$ cat src/rtl/ifetch_pkg.sv
// Shared types for the instruction fetch queue.
// Holds the fetch FSM states, default widths and the fetch entry layout.
package ifetch_pkg;

  localparam int ADDR_W_DEF  = 8;
  localparam int INSTR_W_DEF = 16;

  typedef enum logic [1:0] {
    IDLE = 2'd0,
    REQ  = 2'd1,
    WAIT = 2'd2
  } state_e;

  typedef struct packed {
    logic [ADDR_W_DEF-1:0]  pc;
    logic [INSTR_W_DEF-1:0] instr;
  } fetch_entry_t;

endpackage

$ cat src/rtl/ifetch_queue_if.sv
// Memory-side and decode-side handshakes of the fetch queue.
// master = fetch unit, slave = memory/decode environment.
interface ifetch_queue_if #(
  parameter int ADDR_W  = ifetch_pkg::ADDR_W_DEF,
  parameter int INSTR_W = ifetch_pkg::INSTR_W_DEF
);

  logic               imem_req_valid;
  logic               imem_req_ready;
  logic [ADDR_W-1:0]  imem_req_addr;
  logic               imem_rsp_valid;
  logic [INSTR_W-1:0] imem_rsp_data;
  logic               id_valid;
  logic               id_ready;
  logic [INSTR_W-1:0] id_instr;
  logic [ADDR_W-1:0]  id_pc;

  modport master (
    output imem_req_valid,
    output imem_req_addr,
    input  imem_req_ready,
    input  imem_rsp_valid,
    input  imem_rsp_data,
    output id_valid,
    output id_instr,
    output id_pc,
    input  id_ready
  );

  modport slave (
    input  imem_req_valid,
    input  imem_req_addr,
    output imem_req_ready,
    output imem_rsp_valid,
    output imem_rsp_data,
    input  id_valid,
    input  id_instr,
    input  id_pc,
    output id_ready
  );

endinterface

$ cat src/rtl/ifetch_fifo.sv
// Small register FIFO holding {pc, instr} fetch entries.
// Head entry is read straight from storage flops; clear wins over push/pop.
module ifetch_fifo #(
  parameter int DEPTH = 2,
  parameter int W     = 24
) (
  input  logic                       clk,
  input  logic                       rst,
  input  logic                       clear,
  input  logic                       push,
  input  logic                       pop,
  input  logic [W-1:0]               din,
  output logic [W-1:0]               dout,
  output logic [$clog2(DEPTH):0]     count,
  output logic                       full,
  output logic                       empty
);

  localparam int PW = $clog2(DEPTH);
  localparam int CW = PW + 1;

  logic [W-1:0]  mem_q [DEPTH];
  logic [W-1:0]  mem_d [DEPTH];
  logic [PW-1:0] wr_q, wr_d;
  logic [PW-1:0] rd_q, rd_d;
  logic [CW-1:0] cnt_q, cnt_d;
  logic          push_ok;
  logic          pop_ok;

  assign full  = (cnt_q == CW'(DEPTH));
  assign empty = (cnt_q == '0);
  assign count = cnt_q;
  assign dout  = mem_q[rd_q];

  // Next pointers, count and storage; pointers wrap by width.
  always_comb begin
    mem_d   = mem_q;
    wr_d    = wr_q;
    rd_d    = rd_q;
    cnt_d   = cnt_q;
    push_ok = push & ~full;
    pop_ok  = pop & ~empty;
    if (clear) begin
      wr_d  = '0;
      rd_d  = '0;
      cnt_d = '0;
    end else begin
      if (push_ok) begin
        mem_d[wr_q] = din;
        wr_d        = wr_q + PW'(1);
      end
      if (pop_ok) begin
        rd_d = rd_q + PW'(1);
      end
      cnt_d = cnt_q + CW'(push_ok) - CW'(pop_ok);
    end
  end

  // Storage and pointer registers.
  always_ff @(posedge clk) begin
    if (rst) begin
      mem_q <= '{default: '0};
      wr_q  <= '0;
      rd_q  <= '0;
      cnt_q <= '0;
    end else begin
      mem_q <= mem_d;
      wr_q  <= wr_d;
      rd_q  <= rd_d;
      cnt_q <= cnt_d;
    end
  end

endmodule

$ cat src/rtl/ifetch_queue.sv
// Fetch stage: one outstanding imem read, results buffered for decode.
// Optional IFETCH_STALL_CNT_EN adds a saturating decode-starve counter.
module ifetch_queue
  import ifetch_pkg::*;
#(
  parameter int ADDR_W  = ADDR_W_DEF,
  parameter int INSTR_W = INSTR_W_DEF,
  parameter int DEPTH   = 2
) (
  input  logic              clk,
  input  logic              rst,
  input  logic [ADDR_W-1:0] pc_addr,
  output logic              pc_inc,
  input  logic              flush,
  ifetch_queue_if.master    bus
`ifdef IFETCH_STALL_CNT_EN
  ,
  output logic [15:0]       stall_cnt
`endif
);

  localparam int CW  = $clog2(DEPTH) + 1;
  localparam int CW1 = CW + 1;
  localparam int EW  = ADDR_W + INSTR_W;

  state_e            state_q, state_d;
  logic [ADDR_W-1:0] req_addr_q, req_addr_d;
  logic [ADDR_W-1:0] req_pc_q, req_pc_d;
  logic              drop_q, drop_d;
  logic              req_valid_q, req_valid_d;

  logic              accept;
  logic              push;
  logic              pop;
  logic              slot_free;
  logic [CW1-1:0]    cnt_after;
  logic [CW-1:0]     count;
  logic              full;
  logic              empty;
  logic [EW-1:0]     head;

  ifetch_fifo #(
    .DEPTH (DEPTH),
    .W     (EW)
  ) u_fifo (
    .clk   (clk),
    .rst   (rst),
    .clear (flush),
    .push  (push),
    .pop   (pop),
    .din   ({req_pc_q, bus.imem_rsp_data}),
    .dout  (head),
    .count (count),
    .full  (full),
    .empty (empty)
  );

  assign bus.imem_req_valid = req_valid_q & ~flush;
  assign bus.imem_req_addr  = req_addr_q;
  assign bus.id_valid       = ~empty;
  assign bus.id_pc          = head[EW-1:INSTR_W];
  assign bus.id_instr       = head[INSTR_W-1:0];
  assign pc_inc             = accept;

  // Handshake qualifiers; flush masks every transfer in its cycle.
  always_comb begin
    accept    = req_valid_q & ~flush & bus.imem_req_ready;
    pop       = ~empty & bus.id_ready & ~flush;
    push      = (state_q == WAIT) & bus.imem_rsp_valid
              & ~drop_q & ~flush;
    cnt_after = {1'b0, count}
              + CW1'(push)
              - CW1'(pop);
    slot_free = (cnt_after < CW1'(DEPTH));
  end

  // Fetch FSM next state; each entry to REQ samples a fresh PC.
  always_comb begin
    state_d    = state_q;
    req_addr_d = req_addr_q;
    req_pc_d   = req_pc_q;
    drop_d     = drop_q;
    unique case (state_q)
      IDLE: begin
        if (flush || !full) begin
          state_d    = REQ;
          req_addr_d = pc_addr;
        end
      end
      REQ: begin
        if (flush) begin
          req_addr_d = pc_addr;
        end else if (accept) begin
          state_d  = WAIT;
          req_pc_d = req_addr_q;
        end
      end
      WAIT: begin
        if (flush) begin
          // A response landing with the flush is the one to drop.
          if (bus.imem_rsp_valid) begin
            drop_d     = 1'b0;
            state_d    = REQ;
            req_addr_d = pc_addr;
          end else begin
            drop_d = 1'b1;
          end
        end else if (bus.imem_rsp_valid) begin
          drop_d = 1'b0;
          if (drop_q || slot_free) begin
            state_d    = REQ;
            req_addr_d = pc_addr;
          end else begin
            state_d = IDLE;
          end
        end
      end
      default: begin
        state_d = IDLE;
      end
    endcase
    req_valid_d = (state_d == REQ);
  end

  // FSM and request registers.
  always_ff @(posedge clk) begin
    if (rst) begin
      state_q     <= IDLE;
      req_addr_q  <= '0;
      req_pc_q    <= '0;
      drop_q      <= 1'b0;
      req_valid_q <= 1'b0;
    end else begin
      state_q     <= state_d;
      req_addr_q  <= req_addr_d;
      req_pc_q    <= req_pc_d;
      drop_q      <= drop_d;
      req_valid_q <= req_valid_d;
    end
  end

`ifdef IFETCH_STALL_CNT_EN
  logic [15:0] stall_q, stall_d;

  assign stall_cnt = stall_q;

  // Count cycles decode waits on an empty queue; saturates.
  always_comb begin
    stall_d = stall_q;
    if (bus.id_ready && empty && stall_q != 16'hFFFF) begin
      stall_d = stall_q + 16'd1;
    end
  end

  // Stall counter register; flush leaves it alone.
  always_ff @(posedge clk) begin
    if (rst) begin
      stall_q <= '0;
    end else begin
      stall_q <= stall_d;
    end
  end
`endif

endmodule

$ cat src/flat_wrapper.sv
// flat-port wrapper written by rule: the top's interface ports become plain ports
module ifetch_queue_flat import ifetch_pkg::*;
#(
  parameter int ADDR_W  = ADDR_W_DEF,
  parameter int INSTR_W = INSTR_W_DEF,
  parameter int DEPTH   = 2
)
  (clk, rst, pc_addr, pc_inc, flush, bus_imem_req_valid, bus_imem_req_addr, bus_imem_req_ready, bus_imem_rsp_valid, bus_imem_rsp_data, bus_id_valid, bus_id_instr, bus_id_pc, bus_id_ready);
  ifetch_queue_if #(.ADDR_W(ADDR_W), .INSTR_W(INSTR_W)) bus_i ();
  input  logic clk;
  input  logic rst;
  input  logic [ADDR_W-1:0] pc_addr;
  output logic pc_inc;
  input  logic flush;
  output wire logic [$bits(bus_i.imem_req_valid)-1:0] bus_imem_req_valid;
  output wire logic [$bits(bus_i.imem_req_addr)-1:0] bus_imem_req_addr;
  input wire logic [$bits(bus_i.imem_req_ready)-1:0] bus_imem_req_ready;
  input wire logic [$bits(bus_i.imem_rsp_valid)-1:0] bus_imem_rsp_valid;
  input wire logic [$bits(bus_i.imem_rsp_data)-1:0] bus_imem_rsp_data;
  output wire logic [$bits(bus_i.id_valid)-1:0] bus_id_valid;
  output wire logic [$bits(bus_i.id_instr)-1:0] bus_id_instr;
  output wire logic [$bits(bus_i.id_pc)-1:0] bus_id_pc;
  input wire logic [$bits(bus_i.id_ready)-1:0] bus_id_ready;
  assign bus_imem_req_valid = bus_i.imem_req_valid;
  assign bus_imem_req_addr = bus_i.imem_req_addr;
  assign bus_i.imem_req_ready = bus_imem_req_ready;
  assign bus_i.imem_rsp_valid = bus_imem_rsp_valid;
  assign bus_i.imem_rsp_data = bus_imem_rsp_data;
  assign bus_id_valid = bus_i.id_valid;
  assign bus_id_instr = bus_i.id_instr;
  assign bus_id_pc = bus_i.id_pc;
  assign bus_i.id_ready = bus_id_ready;
  ifetch_queue #(.ADDR_W(ADDR_W), .INSTR_W(INSTR_W), .DEPTH(DEPTH)) u_core (.clk(clk), .rst(rst), .pc_addr(pc_addr), .pc_inc(pc_inc), .flush(flush), .bus(bus_i));
endmodule
$ cat config.mk
export PLATFORM = sky130hd
export DESIGN_NAME = ifetch_queue_flat
export DESIGN_NICKNAME = d
export VERILOG_FILES = /design/src/rtl/ifetch_pkg.sv /design/src/rtl/ifetch_queue_if.sv /design/src/rtl/ifetch_fifo.sv /design/src/rtl/ifetch_queue.sv /design/src/flat_wrapper.sv
export SDC_FILE = /design/constraint.sdc
export NUM_CORES = 1
export LEC_CHECK = 0
export CAP_MARGIN = 10
export CORE_AREA = 2 2 106 108
export DETAILED_ROUTE_END_ITERATION = 10
export DIE_AREA = 0 0 108 110
export PLACE_DENSITY_LB_ADDON = 0.08
export SLEW_MARGIN = 15
export SYNTH_ARGS = -nofsm -noshare
export SYNTH_HDL_FRONTEND = slang
export SYNTH_SLANG_ARGS = --single-unit
$ cat constraint.sdc
create_clock -name clk -period 3.4 [get_ports clk]
set_input_delay 1.02 -clock clk [delete_from_list [all_inputs] [get_ports clk]]
set_output_delay 1.02 -clock clk [all_outputs]
set_load 0.005 [all_outputs]
---- Word-level counts from Yosys, hierarchy flattened ----
Cells that the tools add are included.
word-level totals
  register bits after elaboration ......... 72
  latch bits .............................. 0
  bits in writable memories ............... 0
  memory bits (read-only) ................. 0
  input port bits ......................... 30
  output and inout bits ................... 35
  logic and storage cells ................. 80
  memories ................................ 0
operators by class
  $add $sub $neg .......................... 6
  multiply operators ...................... 0
  divide/modulo/power cells ............... 0
  order comparisons ....................... 4
  equality and inequality tests ........... 8
  shift operators ......................... 0
  multiplexer cells ....................... 24
  bitwise operators ....................... 15
  reductions and logical operators ........ 13
operators by type and width
  kind                  number
  $mux W24              4
  $bwmux W48            1
  $mux W8               6
  $demux W24 S1         1
  $pmux W8 S3           1
  $mux W2               6
  $and A1 B1 Y1         9
  $pmux W2 S3           1
  $reduce_and A5 Y1     1
  $eq A2 B1 Y1 const B  2
  $eq A2 B2 Y1 const B  2
  $ge A2 B2 Y1 const B  2
  $logic_not A2 Y1      2
  $mux W1               4
  $ne A2 B2 Y1 const B  2
  $not A1 Y1            4
  $not A1 Y2            2
  $reduce_and A2 Y1     2
  $add A2 B1 Y3         1
  $lt A3 B2 Y1 const B  1
  $ne A3 B3 Y1 const B  1
  $reduce_and A3 Y1     1
  $reduce_bool A3 Y1    1
  $sub A3 B1 Y3         1
  10 further kinds      12

---- Depth between registers and ports, before layout ----
Gate-level depths: netlist of run 1.
  depth in word-level cells ............... 13
  depth in mapped cells ................... 11

---- Modules after synthesis ----
From an unflattened synthesis of run 1, not the netlist that was laid out.
unflattened totals
  cells, all modules ...................... 334
  area, all modules ....................... 3497.1 um2
modules (own cells, without submodules)
  module        times used  cells each  area each (um2)
  ifetch_fifo   1           237         2538.7
  ifetch_queue  1           97          958.4

---- Worst setup path after synthesis of run 1 ----
OpenSTA, ideal clock, no wires.
  kind .................................... in2reg
  start ................................... in bus_imem_rsp_valid
  end ..................................... reg u_core.req_addr_q[0] (netlist: u_core.bus.imem_req_addr[0])
  library setup time ...................... 72 ps
  arrival ................................. 2882 ps
  data required time ...................... 3328 ps
  setup slack ............................. 446 ps
  stages on the path ...................... 10
  buffers on the path ..................... 2
  cells stage by stage .................... and3b_1 buf_6 nand2_1 ha_1 nor2b_1 fa_1 o21ai_0 o32a_1 buf_6 mux2i_1
between the ends
  cells in the longest elaborated chain, start to end .. 9
  elaborated cells between the ends (all ways) .. 10
RTL lines
  what                                  RTL line             source
  from (decl)                           flat_wrapper.sv:18   input wire logic [$bits(bus_i.imem_rsp_valid)-1:0] bus_imem_rsp_valid;
  $and A1 B1 Y1                         ifetch_queue.sv:69   push = (state_q == WAIT) & bus.imem_rsp_valid
  $and A1 B1 Y1 (2 in series)           ifetch_queue.sv:70   & ~drop_q & ~flush;
  $add A2 B1 Y3                         ifetch_queue.sv:72   + CW1'(push)
  $sub A3 B1 Y3                         ifetch_queue.sv:73   - CW1'(pop);
  $lt A3 B2 Y1                          ifetch_queue.sv:74   slot_free = (cnt_after < CW1'(DEPTH));
  $logic_or A1 B1 Y1                    ifetch_queue.sv:110  if (drop_q || slot_free) begin
  $ne A3 B3 Y1 (no source line)         --
  $reduce_and A5 Y1 (no source line) *  --
  to (signal assigned)                  ifetch_queue.sv:135  req_addr_q <= req_addr_d;
  to (decl)                             ifetch_queue.sv:27   logic [ADDR_W-1:0] req_addr_q, req_addr_d;
Mark *: on every way between the ends. The rest lies on a longest branch, timed or not.
A chain may end at the register's enable or synchronous reset.

---- Final worst setup path of run 1 ----
  start ................................... in flush
  end ..................................... out pc_inc
between the ends
  cells in the longest elaborated chain, start to end .. 3
RTL lines
  what                         RTL line            source
  from (decl)                  flat_wrapper.sv:14  input logic flush;
  $not A1 Y1 (no source line)  --
  $and A1 B1 Y1 (2 in series)  ifetch_queue.sv:67  accept = req_valid_q & ~flush & bus.imem_req_ready;
  to (decl)                    flat_wrapper.sv:13  output logic pc_inc;
No other way between the ends.

==> metrics.md, run 1 <==
| Metric | Value |
|---|---|
| Filler cells | 1133 |
| DRC | 0 |
| Vias per inst | 4.48 |
| Global route overflow | 0 |
| WP data required | about 2400 ps |
| CP Class | input port to primary output |
| Routed len/inst | about 13 µm |
| Crit Path Max Fanout | 5 |
| Crit path from | flush |
| Largest net degree at the start of global routing | 51 |
| I/O pin cnt | 65 |
| Top cell type's share of synthesized area | ~46% |
| DRT Wirelength | 7.59 mm |
| Setup_tns | 0 ps |
| Final HPWL DP | 4.80 mm |
| Worst endpoint data arrival time | 2210 ps |
| First-pass GRT wire length | 12.2 mm |
| TritonCTS Buffers | 9 |
| Worst Hold Path Cells | 2 |
| Post-CTS Setup Bufs | 0 |
| Avg Cell Area, Syn | 8.80 µm² |
| Synthesis Warnings | 0 |
| Final period utilization | 95.0% |
| Synth unique cells | 36 |
| Cell Area, Placed | ~4000 µm² |
| Initial antenna violation count | 0 |
| 1st-pass router iterations | 4 |
| Crit-path cells | dlygate4sd2_1 > buf_4 > nor2b_1 > and2_1 > clkdlybuf4s50_1 |
| Switch Pwr | 0.373 mW |
| Max stage delay on crit path | 490 ps |
| Gr usage total | 13.5% |
| Top Family by Delay on Critical Path | buffers and inverters |
| CTS sink cnt | 72 |
| Leakage | between 1.5 and 2 nW |
| Top post-synthesis cells by count | nand2_1 (100), dfxtp_1 (72), a21oi_1 (49), mux2_2 (24), nand2b_1 (17) |
| Worst rel slew slack | 67.4% |
| Endpoint class of the critical path | primary output |
| Setup violators final | 0 |
| Design area | between 4000 and 5000 µm² |
| Fmax | 310 MHz |
| Layout cells sized above 1 | between 10% and 20% |
| Met2 usage | between 20% and 30% |
| Internal Power | 1.49 mW |
| Max Clock Skew | 7.90 ps |
| Final Hold Vio Count | 0 |
| Met3 Use GR | 2.82% |
| Measured slew at the worst slew-check pin | about 500 ps |
| Worst-case reg-to-reg path depth | 9 |
| Hold_ws | 453 ps |
| Sw frac | between 20% and 30% |
| Die Wd | between 100 and 150 µm |
| Power share of the combinational group | 6.2% |
| Diode count | 0 |
| EDFF count, synth | 0 |
| Status | finished clean |
| Crit path launch type | input port |
| Synthesized cell area | 3130 µm² |
| Die Y | 110 µm |
| Seq/Total Area, Yosys | a little under half |
| Vias post-DR | ~2600 |
| Max Cap Viol | 0 |
| Core box area | 10700 µm² |
| RSZ-0062 raised after global routing | no |
| Overall Power | 1.86 mW |
| Number of global-route vias before repair | between 2000 and 2500 |
| R2r endpoint | u_core.bus.imem_req_addr[4]$_SDFFE_PP0P_ |
| FP Rows | 38 |
| Fin nets | 458 |
| Slowest cell on crit path | clkdlybuf4s50_1 |
| Synth Flop Type | dfxtp_1 |
| Input/output buffers | 64 |
| Post-route non-filler standard cell count | 569 |
| DIE AREA | approximately 12000 µm² |
| Clock root buffer | clkbuf_8 |
| Crit path depth | 5 |
| Most common cell in the synthesized netlist | nand2_1 |
| Pins Over Slew Limit | 0 |
| Worst skew pair latency | 340 ps |
| Ys async rst share | 0% |
| Post-synth top area cell | dfxtp_1 |
| GR Util met1 | 17.4% |
| CTS H-Tree Depth | 3 |
| Post-synthesis instance total | 356 |
| Post-route antenna net violation count | 0 |
| Syn_nets | 390 |
| Cts hold-fix bufs | 0 |
| Clk slew on worst S/H paths | 70 ps |
| Largest cells by area after synthesis | dfxtp_1 (46%), nand2_1 (12%), mux2_2 (8.6%) |
| CTS Buffer Depth | 2 |
| Yosys reg bits | 72 |
| Min Clock Period, post-route | ~3200 ps |
| Maximum VDD drop | between 150 and 200 µV |
| Initial DRC count | between 60 and 70 |
| Crit path buffers/inverters | 3 |
| Starting density of the core | ~29% |
| R2r startpoint | u_core.state_q[1]$_SDFF_PP0_ |
| Hold crit path type | flop to flop |
| P&R area growth vs syn | 33.9% |
| Reg2Reg Setup Slack | 740 ps |
| Worst Setup EP | pc_inc |
| GP Congestion | 0.716 |
| Sequential share of power | 46.5% |
| Clock power share | 47.3% |
| PwrDens | 444 nW/µm² |
| Most used routing layer | met2 |
| CTS tree | done |
| Cell Count Post-Placement | 553 |
[timing repair]
| item | 4_1_cts | 5_1_grt |
|---|---|---|
| setup endpoints to repair | 1 | 7 |
| gates cloned | 0 | 0 |
| pin swaps | 0 | 0 |
| gates resized for setup | 1 | 1 |
[cell families (layout without fill, tap and decap cells)]
group | Yosys count | after routing | synth area share, %
simple gates | 151 | 151 | 22.5
mux | 40 | 40 | 13.7
xor+xnor | 4 | 4 | 1.12
fa+ha+maj | 4 | 4 | 1.84
compound gates | 57 | 57 | 9.75
buf+inv | 28 | 101 | 5.07
flops | 72 | 72 | 46.0
[worst min-delay path by stage]
stage	to	from
final	u_core.u_fifo.mem_q[27]$_SDFFE_PP0P_	u_core.u_fifo.mem_q[27]$_SDFFE_PP0P_
after global routing	u_core.u_fifo.mem_q[27]$_SDFFE_PP0P_	u_core.u_fifo.mem_q[27]$_SDFFE_PP0P_
after CTS	u_core.u_fifo.mem_q[8]$_SDFFE_PP0P_	u_core.u_fifo.mem_q[8]$_SDFFE_PP0P_
after detailed placement	u_core.u_fifo.mem_q[8]$_SDFFE_PP0P_	u_core.u_fifo.mem_q[8]$_SDFFE_PP0P_
after global placement	u_core.u_fifo.mem_q[40]$_SDFFE_PP0P_	u_core.u_fifo.mem_q[40]$_SDFFE_PP0P_
after floorplan	u_core.u_fifo.mem_q[0]$_SDFFE_PP0P_	u_core.u_fifo.mem_q[0]$_SDFFE_PP0P_
[layer usage]
metal / vias up / share of wire, %
met3: 13 / 4.4
met4: 0 / 1.7
met1: 1163 / 49
li1: 1316 / -
met5: - / 0
met2: 59 / 45
[area by class of cell]
type | count | area [µm²] | share of cell area [%]
Sequential cell | 72 | 1440 | 34.4
Inverter | 5 | 18.8 | 0.447
Multi-Input combinational cell | 256 | 1530 | 36.5
Clock inverter | 5 | 129 | 3.07
Clock buffer | 11 | 131 | 3.13
Tap cell | 140 | 175 | 4.18
Timing Repair Buffer | 80 | 767 | 18.3
[tightest hold or removal path, delay by kind of cell, from the launching register on]
kind	cells	cell delay, ps
compound gates	1	50
flops	1	310
simple gates	1	50
[registers in the layout, indices dropped and copies added, names as in the netlist]
signal                    flops
u_core.req_valid_q            1
u_core.req_pc_q               8
u_core.u_fifo.count           2
u_core.u_fifo.rd_q            1
u_core.state_q                2
u_core.u_fifo.wr_q            1
u_core.drop_q                 1
u_core.u_fifo.mem_q          48
u_core.bus.imem_req_addr      8
[power groups by stage]
stage / Clock, mW / Sequential [mW] / Combinational [mW]
after floorplan: 0 / 0.882 / 0.0467
after global placement: 0 / 0.885 / 0.117
after detailed placement: 0 / 0.885 / 0.117
after CTS: 0.911 / 0.865 / 0.118
after global routing: 0.950 / 0.867 / 0.126
final: 0.880 / 0.865 / 0.116
[through the flow]
| stage | util [%] | setup slack (ps) |
|---|---|---|
| final | 39.2 | 170 |
| after floorplan | - | 446 |
| after global routing | 39.2 | 42.5 |
| after global placement | 36.8 | -125 |
| after detailed placement | 36.8 | -191 |
| after CTS | 39.2 | 157 |
[cell usage in the layout, fill, tap and decap left out, types with 2 or more instances in the layout]
master / Yosys / final
a211oi_1: 3 / 3
a21oi_1: 49 / 49
nor2_1: 13 / 13
or2_2: 2 / 2
xnor2_1: 3 / 3
nor3_1: 4 / 4
mux2i_1: 16 / 16
ha_1: 3 / 3
nand2_1: 100 / 100
bufinv_16: 0 / 4
nor2b_1: 3 / 3
buf_4: 0 / 15
nor4_4: 2 / 2
clkbuf_1: 10 / 2
inv_1: 5 / 5
dfxtp_1: 72 / 72
clkbuf_8: 0 / 9
clkdlybuf4s50_1: 0 / 62
nand4_1: 2 / 2
nand2b_1: 17 / 17
mux2_2: 24 / 24
(Power assumes the default switching activity.)
==> run 2, diff against run 1 <==
--- a/config.mk
+++ b/config.mk
@@ -6,11 +6,12 @@
 export NUM_CORES = 1
 export LEC_CHECK = 0
 export CAP_MARGIN = 10
-export CORE_AREA = 2 2 106 108
+export CORE_AREA = 2 2 83 85
 export DETAILED_ROUTE_END_ITERATION = 10
-export DIE_AREA = 0 0 108 110
+export DIE_AREA = 0 0 85 87
 export PLACE_DENSITY_LB_ADDON = 0.08
 export SLEW_MARGIN = 15
 export SYNTH_ARGS = -nofsm -noshare
 export SYNTH_HDL_FRONTEND = slang
 export SYNTH_SLANG_ARGS = --single-unit
+export TNS_END_PERCENT = 100
==> metrics.md, run 2 (synthesis results as in run 1) <==
| Metric | Value |
|---|---|
| CTS sink cnt | 72 (unchanged) |
| Gr usage total | 18.9% (was 13.5%) |
| Pins Over Slew Limit | 0 (unchanged) |
| Internal Power | 1.34 mW (was 1.49 mW) |
| Worst rel slew slack | 46.0% (was 67.4%) |
| TritonCTS Buffers | 9 (unchanged) |
| Cts hold-fix bufs | 0 (unchanged) |
| Layout cells sized above 1 | 15.0% (was 14.2%) |
| Clk slew on worst S/H paths | 70 ps (about the same) |
| Setup_tns | 0 ps (unchanged) |
| R2r endpoint | u_core.bus.imem_req_addr[4]$_SDFFE_PP0P_ (unchanged) |
| Core box area | 6570 µm² (was 10700 µm²) |
| Max Cap Viol | 0 (unchanged) |
| Die Y | 87 µm (was 110 µm) |
| Largest net degree at the start of global routing | 50 (was 51) |
| Switch Pwr | 0.383 mW (was 0.373 mW) |
| GP Congestion | 0.796 (was 0.716) |
| Most common cell after layout, fill and taps aside | nand2_1 (unchanged) |
| Die Wd | 85 µm (was 108 µm) |
| DIE AREA | 7400 µm² (was 11900 µm²) |
| Starting density of the core | 47.7% (was 29.3%) |
| Number of global-route vias before repair | 2403 (was 2478) |
| Min Clock Period, post-route | 3210 ps (was 3230 ps) |
| Setup violators final | 0 (unchanged) |
| Clock root buffer | clkbuf_8 (unchanged) |
| Met3 Use GR | 4.45% (was 2.82%) |
| GR Util met1 | 25.5% (was 17.4%) |
| First-pass GRT wire length | 11.1 mm (was 12.2 mm) |
| Worst-case reg-to-reg path depth | 9 (unchanged) |
| FP Rows | 30 (was 38) |
| Overall Power | 1.72 mW (was 1.86 mW) |
| I/O pin cnt | 65 (unchanged) |
| Diode count | 0 (unchanged) |
| Max reg flops | 48 (unchanged) |
| PwrDens | 420 nW/µm² (was 444 nW/µm²) |
| Final core utilization | 62.4% (was 39.2%) |
| Routed len/inst | 12.8 µm (was 13.3 µm) |
| Status | finished clean (unchanged) |
| P&R area growth vs syn | 31.0% (was 33.9%) |
| Maximum VDD drop | 249 µV (was 160 µV) |
| Crit path from | flush (unchanged) |
| Final period utilization | 94.3% (was 95.0%) |
| Sequential share of power | 50.1% (was 46.5%) |
| Worst skew pair latency | 350 ps (was 340 ps) |
| Cell Count Post-Placement | 496 (was 553) |
| Post-CTS Setup Bufs | 0 (unchanged) |
| Max Clock Skew | 11.3 ps (was 7.90 ps) |
| CTS H-Tree Depth | 3 (unchanged) |
| WP data required | 2380 ps (about the same) |
| Cts repair resizes | 1 (unchanged) |
| Fmax | 312 MHz (was 310 MHz) |
| DRC | 0 (unchanged) |
| Crit Path Max Fanout | 4 (was 5) |
| R2r startpoint | u_core.state_q[1]$_SDFF_PP0_ (unchanged) |
| Fin nets | 461 (was 458) |
| Initial antenna violation count | 0 (unchanged) |
| CTS tree | done (unchanged) |
| Input/output buffers | 64 (unchanged) |
| Post-route antenna net violation count | 0 (unchanged) |
| Measured slew at the worst slew-check pin | 810 ps (was 489 ps) |
| Worst Setup EP | pc_inc (unchanged) |
| Global route overflow | 0 (unchanged) |
| Clock power share | 43.2% (was 47.3%) |
| Most flop-heavy register | u_core.u_fifo.mem_q (unchanged) |
| RSZ-0062 raised after global routing | no (unchanged) |
| CTS Buffer Depth | 2 (unchanged) |
| Crit path launch type | input port (unchanged) |
| DRT Wirelength | 6.56 mm (was 7.59 mm) |
| 1st-pass router iterations | 6 (was 4) |
| Reg2Reg Setup Slack | 770 ps (was 740 ps) |
| Commonest cells after routing, fill and taps aside | nand2_1 (100), dfxtp_1 (72), clkdlybuf4s50_1 (62) (unchanged) |
| Sw frac | 22.2% (was 20.0%) |
| Final HPWL DP | 4.35 mm (was 4.80 mm) |
| Met2 usage | 29.5% (was 21.3%) |
| Final Hold Vio Count | 0 (unchanged) |
| Post-route non-filler standard cell count | 512 (was 569) |
| CP Class | input port to primary output (unchanged) |
| Leakage | 1.49 nW (was 1.50 nW) |
| Endpoint class of the critical path | primary output (unchanged) |
| Vias post-DR | 2559 (was 2551) |
| Initial DRC count | 101 (was 61) |
| Power share of the combinational group | 6.7% (was 6.2%) |
| Hold crit path type | flop to flop (unchanged) |
| Most used routing layer | met2 (unchanged) |
| Worst endpoint data arrival time | 2190 ps (was 2210 ps) |
| Vias per inst | 5.00 (was 4.48) |
==> run 2: changes by cell type in the layout (fill, tap and decap cells not counted) <==
cell / delta
o21ai_1: -1
clkinvlp_4: +2
clkbuf_1: -1
buf_4: +3
inv_6: +1
bufinv_16: -2
o21ai_0: +1
==> run 2: area by class of cell <==
| type | count | area, µm² |
|---|---|---|
| Clock buffer | 10 | 128 |
| Clock inverter | 6 | 92.6 |
| Fill cell | 560 | 2470 |
| Inverter | 5 | 18.8 |
| Multi-Input combinational cell | 256 | 1530 |
| Sequential cell | 72 | 1440 |
| Tap cell | 80 | 100 |
| Timing Repair Buffer | 83 | 790 |
==> run 2: worst max-delay path, cell delays in order <==
cell             delay [ps]
dlygate4sd2_1           280
buf_4                   150
nor2b_1                 120
and2_1                  130
clkdlybuf4s50_1         490
==> run 2: power by group through the flow <==
stage,clock [mW],combinational [mW],sequential (mW)
6_report,0.745,0.115,0.864
5_1_grt,0.798,0.125,0.866
4_1_cts,0.762,0.116,0.864
3_5_place_dp,0,0.116,0.884
3_3_place_gp,0,0.116,0.884
2_1_floorplan,0,0.0467,0.882
==> run 2: per-layer routing <==
metal / part of all wire [%] / up-vias / wire length [µm]
met5: 0 / - / 0
met4: 1.6 / 0 / 108
met3: 4.3 / 10 / 285
met2: 46 / 61 / 3040
met1: 48 / 1160 / 3130
li1: - / 1328 / -
==> run 2: worst min-delay path by stage <==
stage | startpoint | endpoint | slack, ps | cells after the start
5_1_grt | u_core.u_fifo.mem_q[43]$_SDFFE_PP0P_ | u_core.u_fifo.mem_q[43]$_SDFFE_PP0P_ | 480 | 2
2_1_floorplan | u_core.u_fifo.mem_q[0]$_SDFFE_PP0P_ | u_core.u_fifo.mem_q[0]$_SDFFE_PP0P_ | 430 | 2
4_1_cts | u_core.u_fifo.mem_q[14]$_SDFFE_PP0P_ | u_core.u_fifo.mem_q[14]$_SDFFE_PP0P_ | 460 | 2
6_report | u_core.u_fifo.mem_q[14]$_SDFFE_PP0P_ | u_core.u_fifo.mem_q[14]$_SDFFE_PP0P_ | 460 | 2
3_5_place_dp | u_core.u_fifo.mem_q[19]$_SDFFE_PP0P_ | u_core.u_fifo.mem_q[19]$_SDFFE_PP0P_ | 440 | 2
3_3_place_gp | u_core.u_fifo.mem_q[1]$_SDFFE_PP0P_ | u_core.u_fifo.mem_q[1]$_SDFFE_PP0P_ | 440 | 2
==> run 2: stage by stage <==
stage / setup WS [ps] / area [µm²] / hold slack, ps
floorplan: 446 / 3130 / 433
global placement: -78.6 / 3880 / 438
detailed placement: -123 / 3880 / 445
CTS: 181 / 4100 / 457
global route: 20.1 / 4100 / 476
finish: 194 / 4100 / 456
==> run 3, diff against run 2 <==
--- a/config.mk
+++ b/config.mk
@@ -6,9 +6,9 @@
 export NUM_CORES = 1
 export LEC_CHECK = 0
 export CAP_MARGIN = 10
-export CORE_AREA = 2 2 83 85
+export CORE_AREA = 2 2 106 108
 export DETAILED_ROUTE_END_ITERATION = 10
-export DIE_AREA = 0 0 85 87
+export DIE_AREA = 0 0 108 110
 export PLACE_DENSITY_LB_ADDON = 0.08
 export SLEW_MARGIN = 15
 export SYNTH_ARGS = -nofsm -noshare
==> results of run 3 <==
Final layout, timing and power as in run 1 (identical DEF).
